[config.mk]
export PLATFORM = sky130hd
export DESIGN_NAME = player_input_ctrl
export DESIGN_NICKNAME = d
export VERILOG_FILES = /design/src/rtl/player_input_ctrl.sv
export SDC_FILE = /design/constraint.sdc
export NUM_CORES = 1
export LEC_CHECK = 0
export ABC_AREA = 1
export ABC_CLOCK_PERIOD_IN_PS = 1160
export CAP_MARGIN = 20
export CORE_MARGIN = 2
export CORE_UTILIZATION = 35
export DETAILED_ROUTE_END_ITERATION = 10
export PLACE_DENSITY_LB_ADDON = 0.25
export SYNTH_ARGS = -nofsm -noshare
export SYNTH_HDL_FRONTEND = slang
export SYNTH_SLANG_ARGS = --single-unit
[constraint.sdc]
create_clock -name clk_i -period 1.16 [get_ports clk_i]
set_input_delay 0.232 -clock clk_i [delete_from_list [all_inputs] [get_ports clk_i]]
set_output_delay 0.232 -clock clk_i [all_outputs]
set_load 0.05 [all_outputs]
[src/rtl/player_input_ctrl.sv]
// N-player input front end: sync, debounce, direction clean, frame-latched moves
// and a per-player arm/fire/cooldown shot FSM.
// Ports:
//   clk_i, reset_ni (async active-low), frame_start_i (vblank pulse)
//   move_i  [4*N] raw {right,left,down,up} per player -> move_o [4*N] latched
//   shoot_i [N]   raw shoot buttons  -> shoot_o [N] one-cycle shot pulse
//   cooldown_o [N] high while a player is in cooldown
module player_input_ctrl #(
    parameter int NUM_PLAYERS     = 2,
    parameter int DEBOUNCE_CYCLES = 16,
    parameter int COOLDOWN_FRAMES = 8,
    parameter int AUTOFIRE_EN     = 0
) (
    input  logic                     clk_i,
    input  logic                     reset_ni,
    input  logic                     frame_start_i,
    input  logic [4*NUM_PLAYERS-1:0] move_i,
    input  logic [NUM_PLAYERS-1:0]   shoot_i,
    output logic [4*NUM_PLAYERS-1:0] move_o,
    output logic [NUM_PLAYERS-1:0]   shoot_o,
    output logic [NUM_PLAYERS-1:0]   cooldown_o
);

    localparam int NB = 5 * NUM_PLAYERS;
    localparam int MB = 4 * NUM_PLAYERS;
    localparam int DW = $clog2(DEBOUNCE_CYCLES + 1);
    localparam int FW = (COOLDOWN_FRAMES > 0) ? $clog2(COOLDOWN_FRAMES + 1) : 1;
    localparam bit AF = (AUTOFIRE_EN != 0);
    localparam bit CD = (COOLDOWN_FRAMES > 0);

    typedef enum logic [1:0] {
        IDLE,
        ARMED,
        FIRE,
        COOLDOWN
    } state_t;

    logic [NB-1:0]          raw;
    logic [NB-1:0]          sync1;
    logic [NB-1:0]          sync2;
    logic [NB-1:0]          stable;
    logic [DW-1:0]          db_cnt [NB];
    logic [MB-1:0]          clean;
    logic [NUM_PLAYERS-1:0] shoot_db;
    logic [NUM_PLAYERS-1:0] shoot_q;
    logic [NUM_PLAYERS-1:0] press;
    state_t                 state    [NUM_PLAYERS];
    state_t                 state_nx [NUM_PLAYERS];
    logic [FW-1:0]          fcnt     [NUM_PLAYERS];
    logic [FW-1:0]          fcnt_nx  [NUM_PLAYERS];

    assign raw = {shoot_i, move_i};

    // Two-flop synchroniser followed by a per-bit stability counter.
    always_ff @(posedge clk_i or negedge reset_ni) begin
        if (!reset_ni) begin
            sync1  <= '0;
            sync2  <= '0;
            stable <= '0;
            for (int i = 0; i < NB; i++) begin
                db_cnt[i] <= '0;
            end
        end else begin
            sync1 <= raw;
            sync2 <= sync1;
            for (int i = 0; i < NB; i++) begin
                if (sync2[i] == stable[i]) begin
                    db_cnt[i] <= '0;
                end else if (db_cnt[i] == DW'(DEBOUNCE_CYCLES - 1)) begin
                    stable[i] <= sync2[i];
                    db_cnt[i] <= '0;
                end else begin
                    db_cnt[i] <= db_cnt[i] + DW'(1);
                end
            end
        end
    end

    // Opposing directions held together cancel each other.
    always_comb begin
        clean = '0;
        for (int p = 0; p < NUM_PLAYERS; p++) begin
            clean[4*p+0] = stable[4*p+0] & ~stable[4*p+1];
            clean[4*p+1] = stable[4*p+1] & ~stable[4*p+0];
            clean[4*p+2] = stable[4*p+2] & ~stable[4*p+3];
            clean[4*p+3] = stable[4*p+3] & ~stable[4*p+2];
        end
    end

    assign shoot_db = stable[MB +: NUM_PLAYERS];
    assign press    = shoot_db & ~shoot_q;

    always_ff @(posedge clk_i or negedge reset_ni) begin
        if (!reset_ni) begin
            move_o  <= '0;
            shoot_q <= '0;
        end else begin
            shoot_q <= shoot_db;
            if (frame_start_i) begin
                move_o <= clean;
            end
        end
    end

    // Shot FSM: state register.
    always_ff @(posedge clk_i or negedge reset_ni) begin
        if (!reset_ni) begin
            for (int p = 0; p < NUM_PLAYERS; p++) begin
                state[p] <= IDLE;
                fcnt[p]  <= '0;
            end
        end else begin
            for (int p = 0; p < NUM_PLAYERS; p++) begin
                state[p] <= state_nx[p];
                fcnt[p]  <= fcnt_nx[p];
            end
        end
    end

    // Shot FSM: next state. A press while armed or cooling is simply dropped.
    always_comb begin
        for (int p = 0; p < NUM_PLAYERS; p++) begin
            state_nx[p] = state[p];
            fcnt_nx[p]  = fcnt[p];
            unique case (state[p])
                IDLE: begin
                    if (press[p] || (AF && shoot_db[p])) begin
                        state_nx[p] = ARMED;
                    end
                end
                ARMED: begin
                    if (frame_start_i) begin
                        state_nx[p] = FIRE;
                    end
                end
                FIRE: begin
                    if (CD) begin
                        state_nx[p] = COOLDOWN;
                        fcnt_nx[p]  = FW'(COOLDOWN_FRAMES);
                    end else begin
                        state_nx[p] = IDLE;
                    end
                end
                COOLDOWN: begin
                    if (frame_start_i) begin
                        // Count of 0 or 1 both end here, so it never wraps.
                        if (fcnt[p] <= FW'(1)) begin
                            state_nx[p] = IDLE;
                            fcnt_nx[p]  = '0;
                        end else begin
                            fcnt_nx[p] = fcnt[p] - FW'(1);
                        end
                    end
                end
                default: begin
                    state_nx[p] = IDLE;
                end
            endcase
        end
    end

    // Shot FSM: outputs.
    always_comb begin
        shoot_o    = '0;
        cooldown_o = '0;
        for (int p = 0; p < NUM_PLAYERS; p++) begin
            shoot_o[p]    = (state[p] == FIRE);
            cooldown_o[p] = (state[p] == COOLDOWN);
        end
    end

endmodule

# After elaboration in Yosys (flattened, before gate mapping)
# Cells that the tools add are included.
# W data, S select, Z words.
[op_classes]
n_bitwise = 28
n_addsub = 12
n_reduce_logical = 18
muxes = 35
n_mul = 0
div_mod_pow = 0
n_lt_le_gt_ge = 2
n_shift = 0
n_eq_ne = 34
[ops]
columns = ["op", "n"]
rows = [
  ["$mux W5", 20],
  ["$add A5 B1 Y5 const B", 10],
  ["$eq A5 B4 Y1 const B", 10],
  ["$reduce_and A2 Y1", 12],
  ["$not A1 Y1", 18],
  ["$mux W4", 4],
  ["$pmux W2 S4", 2],
  ["$pmux W4 S2", 2],
  ["$mux W2", 7],
  ["$ne A2 B2 Y1 const B", 6],
  ["$eq A1 B1 Y1", 10],
  ["$and A1 B1 Y1", 8],
  ["$eq A2 B2 Y1 const B", 4],
  ["$le A4 B1 Y1 const B", 2],
  ["$reduce_and A4 Y1", 2],
  ["$sub A4 B1 Y4 const B", 2],
  ["$eq A2 B1 Y1 const B", 2],
  ["$logic_not A2 Y1", 2],
  ["$ne A2 B1 Y1 const B", 2],
  ["$reduce_bool A2 Y1", 2],
  ["$and A2 B2 Y2", 1],
  ["$not A2 Y2", 1],
]
[totals]
mem_bits_rw = 0
word_cells = 157
rom_bits = 0
mem_count = 0
inputBits = 13
latch_bits = 0
ff_bits = 102
output_inout_bits = 12

# Longest topological paths before layout
# Gate-level depths: netlist (run 1).
[logic_depth]
word_depth = 4
mapped_depth = 8
depth_no_buf = 8

# Worst setup path after synthesis (run 1)
# OpenSTA, ideal clock, no wires.
[synth_timing]
path_kind = "flip-flop to flip-flop"
from = "reg state[2] in the netlist's numbering"
to = "reg fcnt[7] in the netlist's numbering"
t_arrival_ns = 1.436
path_stages_with_launch = 7
setup_time_ns = 0.127
period_less_slack_ns = 1.563
setup_slack_ns = -0.403
path_buffers = 0
t_required_ns = 1.033
path_cell_list = "dfrtp_1 -> ha_1 -> nand2_1 -> nand2_1 -> nand2_1 -> nand2_1 -> nand3_1"
[synth_between]
elab_chain_cells = 3
word_cells_on_any_way = 6
classes_between = "eq/ne: 3; mux: 1; reduce/logical: 2"
[synth_rtl]
columns = ["element", "line", "source"]
rows = [
  ["from (decl)", "47", "state_t state [NUM_PLAYERS];"],
  ["from (signal, indexed assignment)", "114", "state[p] <= state_nx[p];"],
  ["$eq A2 B2 Y1 (*)", "n/a", ""],
  ["via cooldown_o[0]", "21", "output logic [NUM_PLAYERS-1:0] cooldown_o"],
  ["$ne A2 B2 Y1 (no line) or $reduce_bool A2 Y1 (tied branches)", "n/a", ""],
  ["$reduce_and A2 Y1 (no line)", "n/a", ""],
  ["to (signal, indexed assignment)", "115", "fcnt[p] <= fcnt_nx[p];"],
  ["to (decl)", "49", "logic [FW-1:0] fcnt [NUM_PLAYERS];"],
]
# Mark *: on every way through the listed nets, which the timed path passes. The rest lies on a longest branch.
# A chain may end at the register's enable or synchronous reset.

# Final worst setup path (run 1)
[layout_timing]
from = "reg state[1] in the netlist's numbering"
to = "out shoot_o[1]"
[layout_between]
elab_chain_cells = 1
[layout_rtl]
columns = ["element", "line", "source"]
rows = [
  ["$eq A2 B2 Y1", "167", "shoot_o[p] = (state[p] == FIRE);"],
  ["to (decl)", "20", "output logic [NUM_PLAYERS-1:0] shoot_o,"],
]
# Every way passes these cells.

==> results.ini, run 1 <==
[status]
violations = negative setup slack
status = finished with violations

[critical_path]
critical_path.max_fanout = 3
endpoint_kind = primary output
worst_setup_path_start_kind = register
critical_path_class = reg -> out
crit_required_ns = 0.93
crit_arrival_ns = 1.22

[yosys]
synth.avg_cell_area_um2 = 10.1
yosys-top-cells-area = dfrtp_1, ha_1, nor2_1, nand2_1, inv_1
synth-seq-cells = 102
syn_area_mm2 = 0.00427
synth_cell_type_count = 22
synth_top_area_share_pct = 59.8
yosysTopAreaCell = dfrtp_1
yosysWarnings = 0
synth_nets = 459
syn_inst = 422
ys_seq_area_share_pct = 59.8

[clocking]
cts_made_buffers = 9
clk_latency_ns = 0.34
clock-root-buffer = clkbuf_16
tritoncts = done
cts.htree.levels = 3
clkTransAtPathRegs_ns = 0.07
clkSinkCount = 102
cts_buffer_depth = 2

[timing]
worst_pin_slew_ns = 0.326
finalHoldViolations = 0
period_minus_slack_ns = 1.45
rsz0062_at_grt = yes
fin_skew_ns = 0.00527
clock.fmax_mhz = 689
setup-violations-final = 18
maxSlewViolCount = 0
period_share_pct = 125
worst_slack_ns = -0.291
relSlewSlack_pct = 78.3
holdWs_ns = 0.322

[floorplanning]
die_h_um = 114
die_w_um = 114
io_pins = 25
coreArea_mm2 = 0.0120
rows = 40
start_util_pct = 35.7
die-area_mm2 = 0.0131

[finish]
syn2layout_area_growth_pct = 40.9
final_util_pct = 50.3
n_antenna_cell = 0
final_common_cell = dfrtp_1
drive_gt1_share_pct = 34.1
fin_nets = 554
layout_common_cells = dfrtp_1, nor2_1, buf_4
final_area_mm2 = 0.00602

[placement]
io_buffers = 24
hpwl_mm = 4.93
gp_congestion = 0.768
placed_cell_area_mm2 = 0.00509
pre_cts_ws_ns = -0.273

[grt]
grt_use_total_pct = 12.3
grt_pass1_wl_mm = 12.8
grt_max_degree = 28
first_global_vias = 3010
grt_antenna_before_repair = 0
grt_overflow = 0

[route]
drt-pass1-iter-count = 4
route.met3.wl_um = 268
drc = 0
antenna_left = 0
drt_iter0_drc = 114
vias = 3049
wl_met2_mm = 4.00
routedWlPerCell_um = 11.6
highest-signal-layer = met4
met1_length_mm = 3.42
wl_mm = 7.78
via_per_inst = 4.56

[power]
ir_drop_mv = 1.11
p_total_mw = 10.6
power_density_mw_per_mm2 = 1760
p_leak_nw = 2.72

[job]
drv_cap = 0

[worst_hold_path]
hold_class = in -> reg

==> metrics by stage <==
step	TNS, ns	instances
6_report	-2.35	669
5_1_grt	-4.10	669
4_1_cts	-2.54	643
3_5_place_dp	-3.88	615
3_3_place_gp	-3.14	615
2_1_floorplan	-0.368	422
==> metal layers <==
| layer | up-vias | global-route usage, % |
|---|---|---|
| met3 | 8 | 4.61 |
| met5 | - | 0 |
| met1 | 1470 | 14.9 |
| li1 | 1527 | - |
| met4 | 0 | 3.82 |
| met2 | 44 | 20.4 |
==> registers in the layout, summed over array words and instances (netlist names) <==
| signal | count |
|---|---|
| db_cnt | 50 |
| fcnt | 8 |
| move_o | 8 |
| shoot_q | 2 |
| stable | 10 |
| state | 4 |
| sync1 | 10 |
| sync2 | 10 |
==> timing repair <==
action / CTS / global route
pin swaps: 7 / 41
setup buffers: 11 / 26
hold buffers: 1 / 0
endpoints found under the setup margin: 22 / 63
endpoints found under the hold margin: 17 / 0
resized for setup: 24 / 75
==> area by class of cell <==
| type | instances | area (µm²) |
|---|---|---|
| timing repair buffer | 86 | 910 |
| clock inverter | 7 | 72.6 |
| inverter | 50 | 188 |
| sequential | 102 | 2560 |
| fill | 1070 | 5940 |
| clock buffer | 9 | 225 |
| multi-input combinational | 268 | 1880 |
| tap | 147 | 184 |
==> final timing paths <==
kind	from	end	slack, ns	cells past startpoint
setup / recovery	state[1]	shoot_o[1]	-0.29	3
hold / removal	move_i[1]	sync1[1]	0.32	1
setup reg to reg	state[0]	state[0]	-0.18	9
hold reg to reg	sync1[9]	sync2[9]	0.35	0
max in group asynchronous	reset_ni	state[0]	0.36	3
min in group asynchronous	reset_ni	db_cnt[33]	0.34	2
==> synthesized netlist by cell type <==
master,instances
o21bai_1,2
nor3b_1,10
buf_2,1
o21ai_0,8
nand2_2,2
ha_1,24
nand2b_1,10
nor2_1,68
nand4_1,2
nand2_1,60
a21oi_1,8
inv_1,50
nor3_1,12
or2_2,2
xnor2_1,10
o22ai_1,2
nand3_1,32
buf_4,1
mux2_2,2
dfrtp_1,102
xor2_1,12
o21ai_2,2
==> critical path, stage by stage (launching register included) <==
cell and delay, ns:
dfrtp_2 0.45, buf_6 0.14, ha_4 0.16, buf_12 0.14
==> power by group <==
part           leakage [nW]  internal (mW)  switching (mW)
sequential             1.33           3.87           0.298
clock                 0.142           1.68            1.32
combinational          1.25           1.75            1.69
==> kinds of logic after synthesis <==
| kind of cell | Yosys count | synth area share, % |
|---|---|---|
| simple gates | 198 | 20.5 |
| flops | 102 | 59.8 |
| buf+inv | 52 | 4.69 |
| fa+ha+maj | 24 | 7.03 |
| compound gates | 22 | 2.93 |
| xor+xnor | 22 | 4.51 |
| mux | 2 | 0.528 |
Power figures use the tool's default switching activity.
==> run 2: changes to the inputs <==
- ABC_AREA: 1 -> default
- HOLD_SLACK_MARGIN: default -> 0.15
- PLACE_DENSITY_LB_ADDON: 0.25 -> 0.12
==> run 2 against run 1 <==
The run still ends with negative setup slack left. Combinational power up 17%. Final cell count down 5.1%. Hold slack worse by 0.042 ns. Clock skew up 0.0020 ns. First-iteration DRC count down 26%. Synthesized cell count down 16%. Critical path depth up 1. Design area up 4.0%. Non-clock buffer count up 35. Sequential share of layout area down 1.6 points. Clock-buffer cell count up 2. Sequential cell count unchanged.
==> results.ini, run 2 <==
[yosys]
ys.flop_type = dfrtp_1
synth_top_area_share_pct = 60.6
syn_area_mm2 = 0.00421
yosys-top-cells-count = dfrtp_1, nor2_1, xor2_1, inv_1, o21ai_0
async_flop_share_pct = 100
yosysWarnings = 0
ys_seq_area_share_pct = 60.6
synth.avg_cell_area_um2 = 11.8
yosys-top-cells-area = dfrtp_1, ha_1, xor2_1, nor2_1, o21ai_0
synth-seq-cells = 102
synth_cell_type_count = 31
yosysMostFrequentCell = dfrtp_1
syn_inst = 356
synth_nets = 393
synth-edff-count = 0
yosysTopAreaCell = dfrtp_1

[timing]
worst_slack_ns = -0.350
fin_skew_ns = 0.00724
worst_pin_slew_ns = 0.254
holdWs_ns = 0.280
setup-violations-final = 26
rsz0062_at_grt = yes
maxSlewViolCount = 0
relSlewSlack_pct = 82.9
period_share_pct = 130
period_minus_slack_ns = 1.51
finalHoldViolations = 0
clock.fmax_mhz = 662

[route]
wl_mm = 7.66
wl_met2_mm = 3.76
routedWlPerCell_um = 12.1
met1_length_mm = 3.53
highest-signal-layer = met4
drc = 0
drt-pass1-iter-count = 4
vias = 2878
antenna_left = 0
drt_iter0_drc = 84
route.met3.wl_um = 261
via_per_inst = 4.53

[job]
drv_cap = 0

[critical_path]
r2r-start = state[0]
critical_path_class = reg -> out
crit_arrival_ns = 1.28
worst_path_most_repeated_cell = buf_6
crit_required_ns = 0.93
critical_path.max_fanout = 3
worst_setup_path_start_kind = register
crit_family = flip-flops
cp-endpoint = cooldown_o[0]
slowest_stage = dfrtp_2
endpoint_kind = primary output
regToRegEndpoint = fcnt[3]
path_depth = 4
crit_path_max_incr_delay_ns = 0.42
r2r_cells = 4
reg2reg_slack_ns = -0.35
crit_start = state[3]
critPathBufInv = 3
crit_chain = buf_6, ha_4, buf_6, buf_12

[placement]
dp.cells = 594
placed_cell_area_mm2 = 0.00556
pre_cts_ws_ns = -0.629
hpwl_mm = 5.15
gp_congestion = 0.767
io_buffers = 24

[power]
cellInternalPower_mw = 7.77
ir_drop_mv = 0.996
p_clk_share_pct = 26.4
seq_power_share_pct = 37.4
p_leak_nw = 3.01
p_comb_share_pct = 36.2
power_density_mw_per_mm2 = 1780
p_switching_mw = 3.39
swShare_pct = 30.4

[finish]
nFillCells = 1017
n_antenna_cell = 0
largest_register_ffs = 50
final_area_mm2 = 0.00626
drive_gt1_share_pct = 43.6
layout_common_cells = dfrtp_1, buf_4, nor2_1
syn2layout_area_growth_pct = 48.6
final_util_pct = 52.8
final_common_cell = dfrtp_1
multi_input_area_mm2 = 0.00196
seq_area_mm2 = 0.00256
top_register = db_cnt
finalNonFillerCells = 635
fin_nets = 520

[floorplanning]
start_util_pct = 35.5
die_h_um = 114
io_pins = 25
die-area_mm2 = 0.0129
rows = 40
die_w_um = 114
coreArea_mm2 = 0.0119

[grt]
first_global_vias = 3028
grt_use_total_pct = 13.2
grt_pass1_wl_mm = 13.5
grt_antenna_before_repair = 0
grt_max_degree = 42
grt_overflow = 0

[clocking]
clk_latency_ns = 0.35
cts.htree.levels = 3
cts_made_buffers = 9
clkTransAtPathRegs_ns = 0.07
clkSinkCount = 102
clock-root-buffer = clkbuf_16
cts_buffer_depth = 2
tritoncts = done

[status]
status = finished with violations
violations = negative setup slack

[worst_hold_path]
hold_class = in -> async

-- run 2: per-layer routing --
layer  up-vias  GRT usage (%)
li1       1429              -
met1      1413           16.3
met2        29           21.6
met3         7           4.46
met4         0           4.88
met5         -              0
-- run 2: how the worst min path moves through the flow --
stage | slack [ns] | end | from | cells past startpoint
2_1_floorplan | -0.06 | db_cnt[0] | reset_ni | 0
3_3_place_gp | 0.09 | fcnt[3] | reset_ni | 1
3_5_place_dp | 0.09 | fcnt[3] | reset_ni | 1
4_1_cts | 0.27 | fcnt[3] | reset_ni | 2
5_1_grt | 0.29 | state[0] | reset_ni | 2
6_report | 0.28 | fcnt[3] | reset_ni | 2
-- run 2: cell families (layout without fill, tap and decap cells) --
logic type | count (synthesis) | count (layout) | share of synthesized area [%]
and+or+nand+nor | 119 | 119 | 14.2
DFF | 102 | 102 | 60.6
AOI/OAI and AO/OA | 34 | 34 | 4.78
buffers and inverters | 32 | 164 | 3.15
xor gates and xnor gates | 30 | 30 | 6.24
adders and majority gates | 24 | 24 | 7.13
muxes | 15 | 15 | 3.89
-- run 2: cell type report --
class	count	area share, %
clock buffers	11	4.04
clock inverters	5	0.620
inverters	27	1.66
multi-input cells	222	31.4
flip-flops and latches	102	40.9
well taps	147	2.94
repair buffers	121	18.5
-- run 2: stage by stage --
| stage | TNS, ns | power [mW] |
|---|---|---|
| 2_1_floorplan | -2.40 | 6.19 |
| 3_3_place_gp | -6.77 | 7.56 |
| 3_5_place_dp | -7.52 | 7.62 |
| 4_1_cts | -4.42 | 11.1 |
| 5_1_grt | -5.78 | 11.9 |
| 6_report | -4.11 | 11.2 |
-- run 2: power by group through the flow --
stage | clock [mW] | sequential (mW) | combinational [mW]
final | 2.95 | 4.17 | 4.04
after global routing | 3.20 | 4.21 | 4.45
after CTS | 3.07 | 4.16 | 3.85
after detailed placement | 0 | 4.20 | 3.42
after global placement | 0 | 4.19 | 3.37
after floorplan | 0 | 4.21 | 1.97
-- run 2: repair_timing --
item                                   4_1_cts  5_1_grt
resized for setup                           27       36
buffers inserted                            17        8
pin swaps                                   24        6
setup endpoints to repair                   38       54
hold buffers                                 1        0
endpoints found under the hold margin      102        0
==> run 3: changes to the inputs <==
- CORE_ASPECT_RATIO: default -> 0.75
- CORE_UTILIZATION: 35 -> 40
==> run 3 against run 2 <==
The run still ends with negative setup slack left. Maximum frequency is 0.57% lower. Design area down 1.5%. Routed wire length shrank 2.9%. Critical path depth up 1. Non-clock buffer count shrank 11. Sequential power barely moved. Clock-buffer cell count unchanged. First-iteration DRC count is 32% higher. Critical path type is now reg -> reg.
==> results.ini, run 3 (synthesis results as in run 2) <==
[timing]
setup-violations-final = 22
period_share_pct = 131
relSlewSlack_pct = 81.4
worst_pin_slew_ns = 0.279
clock.fmax_mhz = 659
finalHoldViolations = 0
rsz0062_at_grt = yes
period_minus_slack_ns = 1.52
worst_slack_ns = -0.359
fin_skew_ns = 0.00627
maxSlewViolCount = 0

[floorplanning]
die_h_um = 92.9
die_w_um = 122
rows = 32
coreArea_mm2 = 0.0102
io_pins = 25
start_util_pct = 41.1
die-area_mm2 = 0.0114

[critical_path]
crit_family = flip-flops
crit_path_max_incr_delay_ns = 0.43
slowest_stage = dfrtp_2
endpoint_kind = register
critical_path_class = reg -> reg
worst_setup_path_start_kind = register
crit_required_ns = 1.38
crit_chain = buf_6, ha_4, o21ai_4, a221o_1, mux2_4
critPathBufInv = 1
crit_arrival_ns = 1.73
critical_path.max_fanout = 4

[clocking]
clock-root-buffer = clkbuf_16
cts_made_buffers = 9
cts.htree.levels = 3
clkSinkCount = 102
tritoncts = done
clk_latency_ns = 0.33
clkTransAtPathRegs_ns = 0.06
cts_buffer_depth = 2

[route]
route.met3.wl_um = 269
via_per_inst = 4.57
wl_mm = 7.44
drt-pass1-iter-count = 4
vias = 2800
drc = 0
routedWlPerCell_um = 12.1
highest-signal-layer = met4
drt_iter0_drc = 111
met1_length_mm = 3.51
wl_met2_mm = 3.56
antenna_left = 0

[power]
p_leak_nw = 2.93
power_density_mw_per_mm2 = 1820
ir_drop_mv = 0.844
p_total_mw = 11.2
seq_power_share_pct = 37.1
p_clk_share_pct = 24.5
swShare_pct = 30.1
cellInternalPower_mw = 7.83
p_comb_share_pct = 38.3
p_switching_mw = 3.37

[finish]
n_antenna_cell = 0
fin_nets = 509
syn2layout_area_growth_pct = 46.3
drive_gt1_share_pct = 41.3
nFillCells = 847
final_common_cell = dfrtp_1
top_register = db_cnt
largest_register_ffs = 50
layout_common_cells = dfrtp_1, buf_4, nor2_1

[status]
status = finished with violations
violations = negative setup slack

[grt]
grt_max_degree = 52
first_global_vias = 2759
grt_use_total_pct = 14.2
grt_antenna_before_repair = 0
grt_pass1_wl_mm = 12.7
grt_overflow = 0

[job]
drv_cap = 0

[placement]
hpwl_mm = 5.03
io_buffers = 24
pre_cts_ws_ns = -0.623
gp_congestion = 0.742

[worst_hold_path]
hold_class = in -> async

## run 3: cell types whose count changed in the layout (fill, tap and decap cells not counted), sizes merged
cell           delta
buf              -11
inv               -1
clkinvlp          +2
clkinv            -1
clkdlybuf4s50     +1
dlygate4sd2       -1
## run 3: what timing repair did
item,4_1_cts,5_1_grt
setup buffers,9,12
setup endpoints to repair,31,56
gates cloned,0,0
hold buffers,1,0
pin swaps,19,15
endpoints found under the hold margin,102,0
gates resized for setup,25,43
## run 3: worst paths after layout
path,start,to,slack (ns),cells past startpoint
worst min register to register,sync1[1],sync2[1],0.35,0
max in group asynchronous,reset_ni,state[3],0.31,3
worst max-delay path,fcnt[0],state[1],-0.36,5
worst max register to register,fcnt[0],state[1],-0.36,5
min in group clk_i,move_i[4],sync1[4],0.33,1
worst min-delay path,reset_ni,sync1[6],0.30,2
## run 3: cell type report
type                       count  area [µm²]  share of cell area [%]
sequential                   102        2560                    41.5
multi-input combinational    222        1960                    31.8
timing repair buffer         110        1100                    17.8
clock buffer                  11         243                    3.94
tap                          136         170                    2.76
inverter                      27         104                    1.68
clock inverter                 5        33.8                   0.548
## run 3: metal layers
layer	up-vias	global-route usage (%)
met5	-	0
met2	27	21.8
met1	1353	19.4
met4	0	4.02
li1	1412	-
met3	8	4.50
## run 3: power groups by stage
| stage | clock, mW | sequential [mW] | combinational (mW) |
|---|---|---|---|
| 2_1_floorplan | 0 | 4.21 | 1.97 |
| 3_3_place_gp | 0 | 4.17 | 3.40 |
| 3_5_place_dp | 0 | 4.18 | 3.46 |
| 4_1_cts | 2.87 | 4.13 | 3.94 |
| 5_1_grt | 2.99 | 4.20 | 4.64 |
| 6_report | 2.75 | 4.16 | 4.30 |
## run 3: stage by stage
step                      util [%]  setup TNS (ns)  instances  instance area (µm²)  hold slack [ns]
after global routing          60.1           -5.55        613                 6160            0.307
after global placement        53.6           -6.81        576                 5490            0.109
final                         60.1           -4.14        613                 6160            0.299
after CTS                     57.7           -4.40        602                 5910            0.283
after detailed placement      53.6           -7.22        576                 5490            0.108
after floorplan                  -           -2.40        356                 4490          -0.0636
